`src/rtl/matrix_frame_loader_if.sv`:
```
// Serial input and display-side outputs of the matrix frame loader.
// The master side drives the UART line and observes the frame; the slave side is the loader.
interface matrix_frame_loader_if;
   logic        serial_rx;
   logic [63:0] frame;
   logic        frame_update;
   logic        err_checksum;
   logic        err_framing;
   logic        busy;

   modport master (
      output serial_rx,
      input  frame, frame_update, err_checksum, err_framing, busy
   );

   modport slave (
      input  serial_rx,
      output frame, frame_update, err_checksum, err_framing, busy
   );
endinterface

```
`src/rtl/matrix_frame_loader.sv`:
```
// UART 8N1 receiver plus packet parser for an 8x8 LED picture.
// Packet: SYNC, 8 row bytes (row 0 first), XOR-of-rows checksum.
// Rows are collected in a shadow buffer; the visible frame is only
// replaced when a complete packet with a matching checksum arrives.
module matrix_frame_loader #(
   parameter int         CLK_HZ       = 50_000_000,
   parameter int         BAUD         = 115200,
   parameter int         TIMEOUT_BITS = 40,
   parameter logic [7:0] SYNC         = 8'hA5
) (
   input logic                  clkI,
   input logic                  rstnI,
   matrix_frame_loader_if.slave bus
);

   localparam int DIV    = CLK_HZ / BAUD;
   localparam int HALF   = DIV / 2;
   localparam int CW     = $clog2(DIV) + 1;
   localparam int TO_MAX = TIMEOUT_BITS * DIV;
   localparam int TW     = $clog2(TO_MAX + 1);

   // The counter acts on the cycle it sits at zero, so loading N-1 gives a
   // period of exactly N clocks between samples.
   localparam logic [CW-1:0] HALF_LD  = CW'(HALF - 1);
   localparam logic [CW-1:0] DIV_LD   = CW'(DIV - 1);
   localparam logic [TW-1:0] TO_LIMIT = TW'(TO_MAX);

   typedef enum logic [1:0] {RX_IDLE, RX_START, RX_DATA, RX_STOP} rx_state_t;
   typedef enum logic [1:0] {P_HUNT, P_ROW, P_CHK} p_state_t;

   // ---------------------------------------------------------------
   // Input conditioning
   // ---------------------------------------------------------------
   logic sync1_q, sync2_q, rx_prev_q;
   logic rx_s, rx_fall;

   // Two-flop synchronizer plus one history flop for falling-edge detection; idle-high preset.
   always_ff @(posedge clkI or negedge rstnI) begin
      if (!rstnI) begin
         sync1_q   <= 1'b1;
         sync2_q   <= 1'b1;
         rx_prev_q <= 1'b1;
      end else begin
         sync1_q   <= bus.serial_rx;
         sync2_q   <= sync1_q;
         rx_prev_q <= sync2_q;
      end
   end

   assign rx_s    = sync2_q;
   assign rx_fall = rx_prev_q & ~rx_s;

   // ---------------------------------------------------------------
   // UART receive FSM
   // ---------------------------------------------------------------
   rx_state_t       rx_state_q, rx_state_d;
   logic [CW-1:0]   cnt_q, cnt_d;
   logic [2:0]      idx_q, idx_d;
   logic [7:0]      shift_q, shift_d;
   logic            byte_valid, byte_bad;

   // RX state, bit timer, bit index and assembled byte.
   always_ff @(posedge clkI or negedge rstnI) begin
      if (!rstnI) begin
         rx_state_q <= RX_IDLE;
         cnt_q      <= '0;
         idx_q      <= '0;
         shift_q    <= '0;
      end else begin
         rx_state_q <= rx_state_d;
         cnt_q      <= cnt_d;
         idx_q      <= idx_d;
         shift_q    <= shift_d;
      end
   end

   // RX next state: centre the start bit with HALF, then sample every DIV clocks.
   always_comb begin
      rx_state_d = rx_state_q;
      cnt_d      = cnt_q;
      idx_d      = idx_q;
      shift_d    = shift_q;
      byte_valid = 1'b0;
      byte_bad   = 1'b0;
      case (rx_state_q)
         RX_IDLE: begin
            if (rx_fall) begin
               cnt_d      = HALF_LD;
               rx_state_d = RX_START;
            end
         end
         RX_START: begin
            if (cnt_q == '0) begin
               if (rx_s) begin
                  // Line went high again before mid start bit: glitch.
                  rx_state_d = RX_IDLE;
               end else begin
                  cnt_d      = DIV_LD;
                  idx_d      = 3'd0;
                  rx_state_d = RX_DATA;
               end
            end else begin
               cnt_d = cnt_q - CW'(1);
            end
         end
         RX_DATA: begin
            if (cnt_q == '0) begin
               shift_d[idx_q] = rx_s;
               cnt_d          = DIV_LD;
               if (idx_q == 3'd7) begin
                  rx_state_d = RX_STOP;
               end else begin
                  idx_d = idx_q + 3'd1;
               end
            end else begin
               cnt_d = cnt_q - CW'(1);
            end
         end
         RX_STOP: begin
            if (cnt_q == '0) begin
               if (rx_s) begin
                  byte_valid = 1'b1;
               end else begin
                  byte_bad = 1'b1;
               end
               // Leave at mid stop bit so a back-to-back start edge is caught.
               rx_state_d = RX_IDLE;
            end else begin
               cnt_d = cnt_q - CW'(1);
            end
         end
         default: rx_state_d = RX_IDLE;
      endcase
   end

   // ---------------------------------------------------------------
   // Shadow buffer: one register per row, written in packet order
   // ---------------------------------------------------------------
   p_state_t    p_state_q, p_state_d;
   logic [2:0]  row_q, row_d;
   logic [63:0] shadow_flat;

   genvar gi;
   generate
      for (gi = 0; gi < 8; gi++) begin : g_row
         logic [7:0] shadow_q;
         logic       row_we;

         assign row_we = byte_valid && (p_state_q == P_ROW) && (row_q == 3'(gi));

         // Capture this row's byte while the parser is filling row gi.
         always_ff @(posedge clkI or negedge rstnI) begin
            if (!rstnI) begin
               shadow_q <= '0;
            end else if (row_we) begin
               shadow_q <= shift_q;
            end
         end

         assign shadow_flat[63-8*gi -: 8] = shadow_q;
      end
   endgenerate

   // ---------------------------------------------------------------
   // Packet parser
   // ---------------------------------------------------------------
   logic [7:0]    xor_q, xor_d;
   logic [TW-1:0] idle_q, idle_d;
   logic [63:0]   frame_q, frame_d;
   logic          upd_q, upd_d;
   logic          cks_q, cks_d;
   logic          ferr_q, ferr_d;
   logic          timed_out;

   // Parser state, checksum accumulator, gap timer, visible frame and pulses.
   always_ff @(posedge clkI or negedge rstnI) begin
      if (!rstnI) begin
         p_state_q <= P_HUNT;
         row_q     <= '0;
         xor_q     <= '0;
         idle_q    <= '0;
         frame_q   <= '0;
         upd_q     <= 1'b0;
         cks_q     <= 1'b0;
         ferr_q    <= 1'b0;
      end else begin
         p_state_q <= p_state_d;
         row_q     <= row_d;
         xor_q     <= xor_d;
         idle_q    <= idle_d;
         frame_q   <= frame_d;
         upd_q     <= upd_d;
         cks_q     <= cks_d;
         ferr_q    <= ferr_d;
      end
   end

   assign timed_out = (idle_q == TO_LIMIT);

   // Parser next state; a received byte always takes priority over the gap timeout.
   always_comb begin
      p_state_d = p_state_q;
      row_d     = row_q;
      xor_d     = xor_q;
      idle_d    = idle_q;
      frame_d   = frame_q;
      upd_d     = 1'b0;
      cks_d     = 1'b0;
      ferr_d    = byte_bad;

      // Gap timer: only meaningful inside a packet, saturates at the limit.
      if (p_state_q == P_HUNT || byte_valid) begin
         idle_d = '0;
      end else if (rx_state_q == RX_IDLE && !timed_out) begin
         idle_d = idle_q + TW'(1);
      end

      case (p_state_q)
         P_HUNT: begin
            if (byte_valid && shift_q == SYNC) begin
               p_state_d = P_ROW;
               row_d     = 3'd0;
               xor_d     = 8'h00;
            end
         end
         P_ROW: begin
            if (byte_valid) begin
               xor_d = xor_q ^ shift_q;
               row_d = row_q + 3'd1;
               if (row_q == 3'd7) begin
                  p_state_d = P_CHK;
               end
            end else if (byte_bad || timed_out) begin
               p_state_d = P_HUNT;
            end
         end
         P_CHK: begin
            if (byte_valid) begin
               if (shift_q == xor_q) begin
                  frame_d = shadow_flat;
                  upd_d   = 1'b1;
               end else begin
                  cks_d = 1'b1;
               end
               p_state_d = P_HUNT;
            end else if (byte_bad || timed_out) begin
               p_state_d = P_HUNT;
            end
         end
         default: p_state_d = P_HUNT;
      endcase
   end

   assign bus.frame        = frame_q;
   assign bus.frame_update = upd_q;
   assign bus.err_checksum = cks_q;
   assign bus.err_framing  = ferr_q;
   assign bus.busy         = (p_state_q != P_HUNT);

endmodule

```
`src/flat_wrapper.sv`:
```
// flat-port wrapper written by rule: the top's interface ports become plain ports
module matrix_frame_loader_flat 
#(
   parameter int         CLK_HZ       = 50_000_000,
   parameter int         BAUD         = 115200,
   parameter int         TIMEOUT_BITS = 40,
   parameter logic [7:0] SYNC         = 8'hA5
)
  (clkI, rstnI, bus_serial_rx, bus_frame, bus_frame_update, bus_err_checksum, bus_err_framing, bus_busy);
  matrix_frame_loader_if bus_i ();
  input logic clkI;
  input logic rstnI;
  input wire logic [$bits(bus_i.serial_rx)-1:0] bus_serial_rx;
  output wire logic [$bits(bus_i.frame)-1:0] bus_frame;
  output wire logic [$bits(bus_i.frame_update)-1:0] bus_frame_update;
  output wire logic [$bits(bus_i.err_checksum)-1:0] bus_err_checksum;
  output wire logic [$bits(bus_i.err_framing)-1:0] bus_err_framing;
  output wire logic [$bits(bus_i.busy)-1:0] bus_busy;
  assign bus_i.serial_rx = bus_serial_rx;
  assign bus_frame = bus_i.frame;
  assign bus_frame_update = bus_i.frame_update;
  assign bus_err_checksum = bus_i.err_checksum;
  assign bus_err_framing = bus_i.err_framing;
  assign bus_busy = bus_i.busy;
  matrix_frame_loader #(.CLK_HZ(CLK_HZ), .BAUD(BAUD), .TIMEOUT_BITS(TIMEOUT_BITS), .SYNC(SYNC)) u_core (.clkI(clkI), .rstnI(rstnI), .bus(bus_i));
endmodule
```
`config.mk`:
```
export PLATFORM = sky130hd
export DESIGN_NAME = matrix_frame_loader_flat
export DESIGN_NICKNAME = d
export VERILOG_FILES = /design/src/rtl/matrix_frame_loader_if.sv /design/src/rtl/matrix_frame_loader.sv /design/src/flat_wrapper.sv
export SDC_FILE = /design/constraint.sdc
export NUM_CORES = 1
export LEC_CHECK = 0
export ABC_AREA = 1
export BUFFER_PORTS_ARGS = -buffer_cell sky130_fd_sc_hd__buf_2
export CAP_MARGIN = 10
export CORE_UTILIZATION = 45
export DETAILED_ROUTE_END_ITERATION = 10
export GPL_TIMING_DRIVEN = 0
export SYNTH_ARGS = -nofsm -noshare
export SYNTH_HDL_FRONTEND = slang
export SYNTH_SLANG_ARGS = --single-unit
```
`constraint.sdc`:
```
create_clock -name clkI -period 2.2 [get_ports clkI]
set_input_delay 0.22 -clock clkI [delete_from_list [all_inputs] [get_ports clkI]]
set_output_delay 0.22 -clock clkI [all_outputs]
set_load 0.005 [all_outputs]
```
==> results.py <==
metrics = {
    "critical_path": {
        "critPathCapture": "u_core.bus.frame[26]$_DFFE_PN0P_",
        "cp-start-kind": "flop",
        "r2r_end": "u_core.bus.frame[26]$_DFFE_PN0P_",
        "crit_type": "reg2reg",
        "cp_common_cell": "nand2_1",
        "crit_slowest_cell": "dfrtp_1",
        "cp-startpoint": "u_core.cnt_q[0]$_DFFE_PN0P_",
        "critPathArrivalTime_ns": 2.36,
        "r2r_slack_ns": 0.15,
        "crit_buf_inv": 3,
        "r2r_start": "u_core.cnt_q[0]$_DFFE_PN0P_",
        "ff2ff_path_depth": 9,
        "crit_chain": "inv_1 > ha_2 > nand2_1 > nor3_4 > nand3_2 > buf_2 > clkbuf_2 > o21ai_0 > nand2_1",
        "crit_required_ns": 2.51,
        "cp_top_family": "simple AND/OR/NAND/NOR gates",
        "crit_path_end_kind": "flop",
        "crit_cells": 9,
        "critPathMaxFanout": 10,
        "critPathMaxStageDelay_ns": 0.38,
    },
    "timing": {
        "fin_ws_ns": 0.1544,
        "fin_skew_ns": 0.01036,
        "holdWs_ns": 0.3358,
        "setup_viol": 0,
        "worst_pin_slew_ns": 0.7954,
        "slew_violations": 0,
        "post-route-period-util_pct": 92.98,
        "fmax_ghz": 0.4888,
        "finalCriticalPeriod_ns": 2.046,
        "slew_headroom_pct": 46.97,
        "finalHoldViolations": 0,
        "rsz0062_at_grt": "no",
    },
    "clock_network": {
        "cts-root-buf": "clkbuf_16",
        "cts_buffers": 17,
        "cts_tree": "done",
        "clk_latency_ns": 0.43,
        "h-tree-depth": 4,
        "cts.sinks": 185,
        "clk_pin_slew_worst_paths_ns": 0.07,
        "clk_path_buf_depth": 2,
    },
    "floorplanning": {
        "dieArea_mm2": 0.01967,
        "ioPinCount": 71,
        "core_area_mm2": 0.01871,
        "rows": 50,
        "die_h_um": 140.3,
        "fp.dieW_um": 140.3,
        "initial_core_util_pct": 45.98,
    },
    "route": {
        "drc_errors": 0,
        "post_drt_via_cell_ratio": 5.045,
        "drtPass1Iterations": 6,
        "vias": 7012,
        "detail-route-antenna-nets": 0,
        "wl_per_cell_um": 14.45,
        "drtIter0Drc": 474,
        "wl_um": 20090,
    },
    "power_and_ir_drop": {
        "switching_share_pct": 30.67,
        "pwr-share-seq_pct": 46.0,
        "switchingPower_uw": 2430,
        "intPower_uw": 5491,
        "power_uw": 7921,
        "ir_worst_vdd_mv": 0.6345,
        "combPwrFrac_pct": 16.5,
        "power.density_mw_per_mm2": 799.2,
        "leakagePower_uw": 0.005602,
        "clock_power_share_pct": 37.5,
    },
    "global_routing": {
        "grt_pass1_vias": 6621,
        "grt_usage_pct": 21.70,
        "grt_max_degree": 110,
        "grt_pass1_wl_um": 33490,
        "grt_remaining_overflow": 0,
        "antenna_found_initial": 0,
    },
    "finish": {
        "final_nets": 1163,
        "syn2layout_area_growth_pct": 15.23,
        "final_cells": 1390,
        "fill_cells": 1837,
        "drive_above_1_share_pct": 13.32,
        "fin_util_pct": 52.98,
        "final_common_cell": "nand2_1",
        "antenna_cells": 0,
        "final_cell_mix": "394 x nand2_1, 182 x dfrtp_1, 114 x nand3_1",
    },
    "run_status": {
        "status": "completed",
    },
    "synthesis": {
        "synth-seq-cells": 185,
        "syn_inst": 1052,
        "yosysWarnings": 0,
        "synth.avg_cell_area_um2": 8.176,
        "synth.cell_area_mm2": 0.008601,
        "ys_seq_area_share_pct": 53.87,
        "ys_types": 35,
        "syn_nets": 1071,
    },
    "placed_design": {
        "place_congestion": 0.8568,
        "pre_cts_slack_ns": -0.02360,
        "place.detailed.hpwl_um": 13760,
        "dp_cells": 1357,
        "port_buffers": 70,
    },
    "flow_run": {
        "cap_violations": 0,
    },
    "worst_hold_path": {
        "hold_path.class": "in2async",
    },
}
[sequential cells by signal, indices dropped and copies added, names as in the netlist, named ones only]
register	count
u_core.bus.err_checksum	1
u_core.bus.err_framing	1
u_core.bus.frame	64
u_core.bus.frame_update	1
u_core.cnt_q	10
u_core.g_row.shadow_q	64
u_core.idle_q	15
u_core.idx_q	3
u_core.p_state_q	2
u_core.row_q	3
u_core.rx_prev_q	1
u_core.rx_s	1
u_core.rx_state_q	1
u_core.shift_q	8
u_core.sync1_q	1
u_core.xor_q	8
[power by group through the flow]
stage / clock [uW] / sequential (uW) / combinational, uW
5_1_grt: 3190 / 3660 / 1500
3_3_place_gp: 0 / 3700 / 1270
6_report: 2970 / 3640 / 1310
3_5_place_dp: 0 / 3700 / 1300
2_1_floorplan: 0 / 3680 / 932
4_1_cts: 3050 / 3640 / 1300
[synthesized netlist by cell type]
| cell | number | area share, % |
|---|---|---|
| a211oi_1 | 1 | 0.087 |
| a21oi_1 | 6 | 0.35 |
| and3_1 | 1 | 0.073 |
| buf_1 | 5 | 0.22 |
| buf_2 | 9 | 0.52 |
| buf_4 | 4 | 0.35 |
| buf_6 | 7 | 0.92 |
| clkbuf_1 | 19 | 0.83 |
| clkbuf_2 | 4 | 0.23 |
| clkinv_1 | 4 | 0.17 |
| dfrtp_1 | 182 | 53 |
| dfstp_2 | 3 | 0.92 |
| ha_1 | 16 | 2.3 |
| inv_1 | 70 | 3.1 |
| inv_2 | 4 | 0.17 |
| nand2_1 | 395 | 17 |
| nand2_2 | 1 | 0.073 |
| nand2_4 | 2 | 0.26 |
| nand3_1 | 114 | 6.6 |
| nand3_2 | 2 | 0.23 |
| nand3b_1 | 2 | 0.17 |
| nand4_1 | 22 | 1.6 |
| nor2_1 | 60 | 2.6 |
| nor2_2 | 5 | 0.36 |
| nor2_4 | 2 | 0.26 |
| nor3_1 | 2 | 0.12 |
| nor3_2 | 1 | 0.12 |
| o211ai_1 | 1 | 0.087 |
| o21ai_0 | 47 | 2.7 |
| o21ai_1 | 42 | 2.4 |
| o22ai_1 | 1 | 0.073 |
| o31ai_1 | 1 | 0.087 |
| or2_2 | 1 | 0.073 |
| xnor2_1 | 9 | 0.92 |
| xor2_1 | 7 | 0.71 |
[metal layers]
metal	vias up	share of wire (%)	global-route usage, %
met5	-	0	0
met4	0	1.9	7.692
met3	33	3.5	3.863
met2	135	48	35.89
met1	3304	47	28.71
li1	3540	-	-
[worst register-to-register path: cells and delay by family (launching register included)]
family                   cells  cell delay, ns
buffers and inverters        3            0.54
adder cells (fa/ha/maj)      1            0.22
AO/OA/AOI/OAI                1            0.21
AND/OR/NAND/NOR              4            0.57
flip-flops                   1            0.38
[through the flow]
step	setup TNS [ns]	cell area, um2
6_report	0	9911
5_1_grt	0	9911
4_1_cts	0	9866
3_5_place_dp	-0.02360	9281
3_3_place_gp	-395.84	9244
2_1_floorplan	0	8601
[final cells by class]
| type | count | area, um2 | share of cell area [%] |
|---|---|---|---|
| clock buffers | 18 | 429.2 | 4.330 |
| multi-input cells | 741 | 3427 | 34.58 |
| inverters | 78 | 295.3 | 2.979 |
| repair buffers | 74 | 427.9 | 4.318 |
| plain buffers | 47 | 266.5 | 2.689 |
| well taps | 234 | 292.8 | 2.954 |
| flip-flops and latches | 185 | 4633 | 46.75 |
| clock inverters | 13 | 138.9 | 1.401 |
[cell families (layout without fill, tap and decap cells)]
| logic type | after synthesis | after routing | share of synthesized area [%] |
|---|---|---|---|
| AOI/OAI and AO/OA | 99 | 99 | 5.863 |
| xor gates and xnor gates | 16 | 16 | 1.629 |
| adders and majority gates | 16 | 16 | 2.328 |
| buffers and inverters | 126 | 230 | 6.474 |
| DFF | 185 | 185 | 53.87 |
| and+or+nand+nor | 610 | 610 | 29.84 |
[repair_timing]
action                                  in CTS  in global routing
setup buffers                                0                  1
gates resized for setup                      0                 17
endpoints found under the hold margin       74                  0
pin swaps                                    0                  1
endpoints found under the setup margin       1                113
hold buffers                                 2                  0
[how the worst min path moves through the flow]
stage	startpoint	to	slack, ns
finish	rstnI	u_core.bus.frame[41]$_DFFE_PN0P_	0.34
global route	u_core.sync1_q$_DFF_PN1_	u_core.rx_s$_DFF_PN1_	0.36
global placement	bus_serial_rx	u_core.sync1_q$_DFF_PN1_	0.33
detailed placement	rstnI	u_core.bus.frame[41]$_DFFE_PN0P_	0.24
CTS	u_core.sync1_q$_DFF_PN1_	u_core.rx_s$_DFF_PN1_	0.36
floorplan	rstnI	async pin	-0.08
No activity file was read; power rests on OpenSTA's default activity.
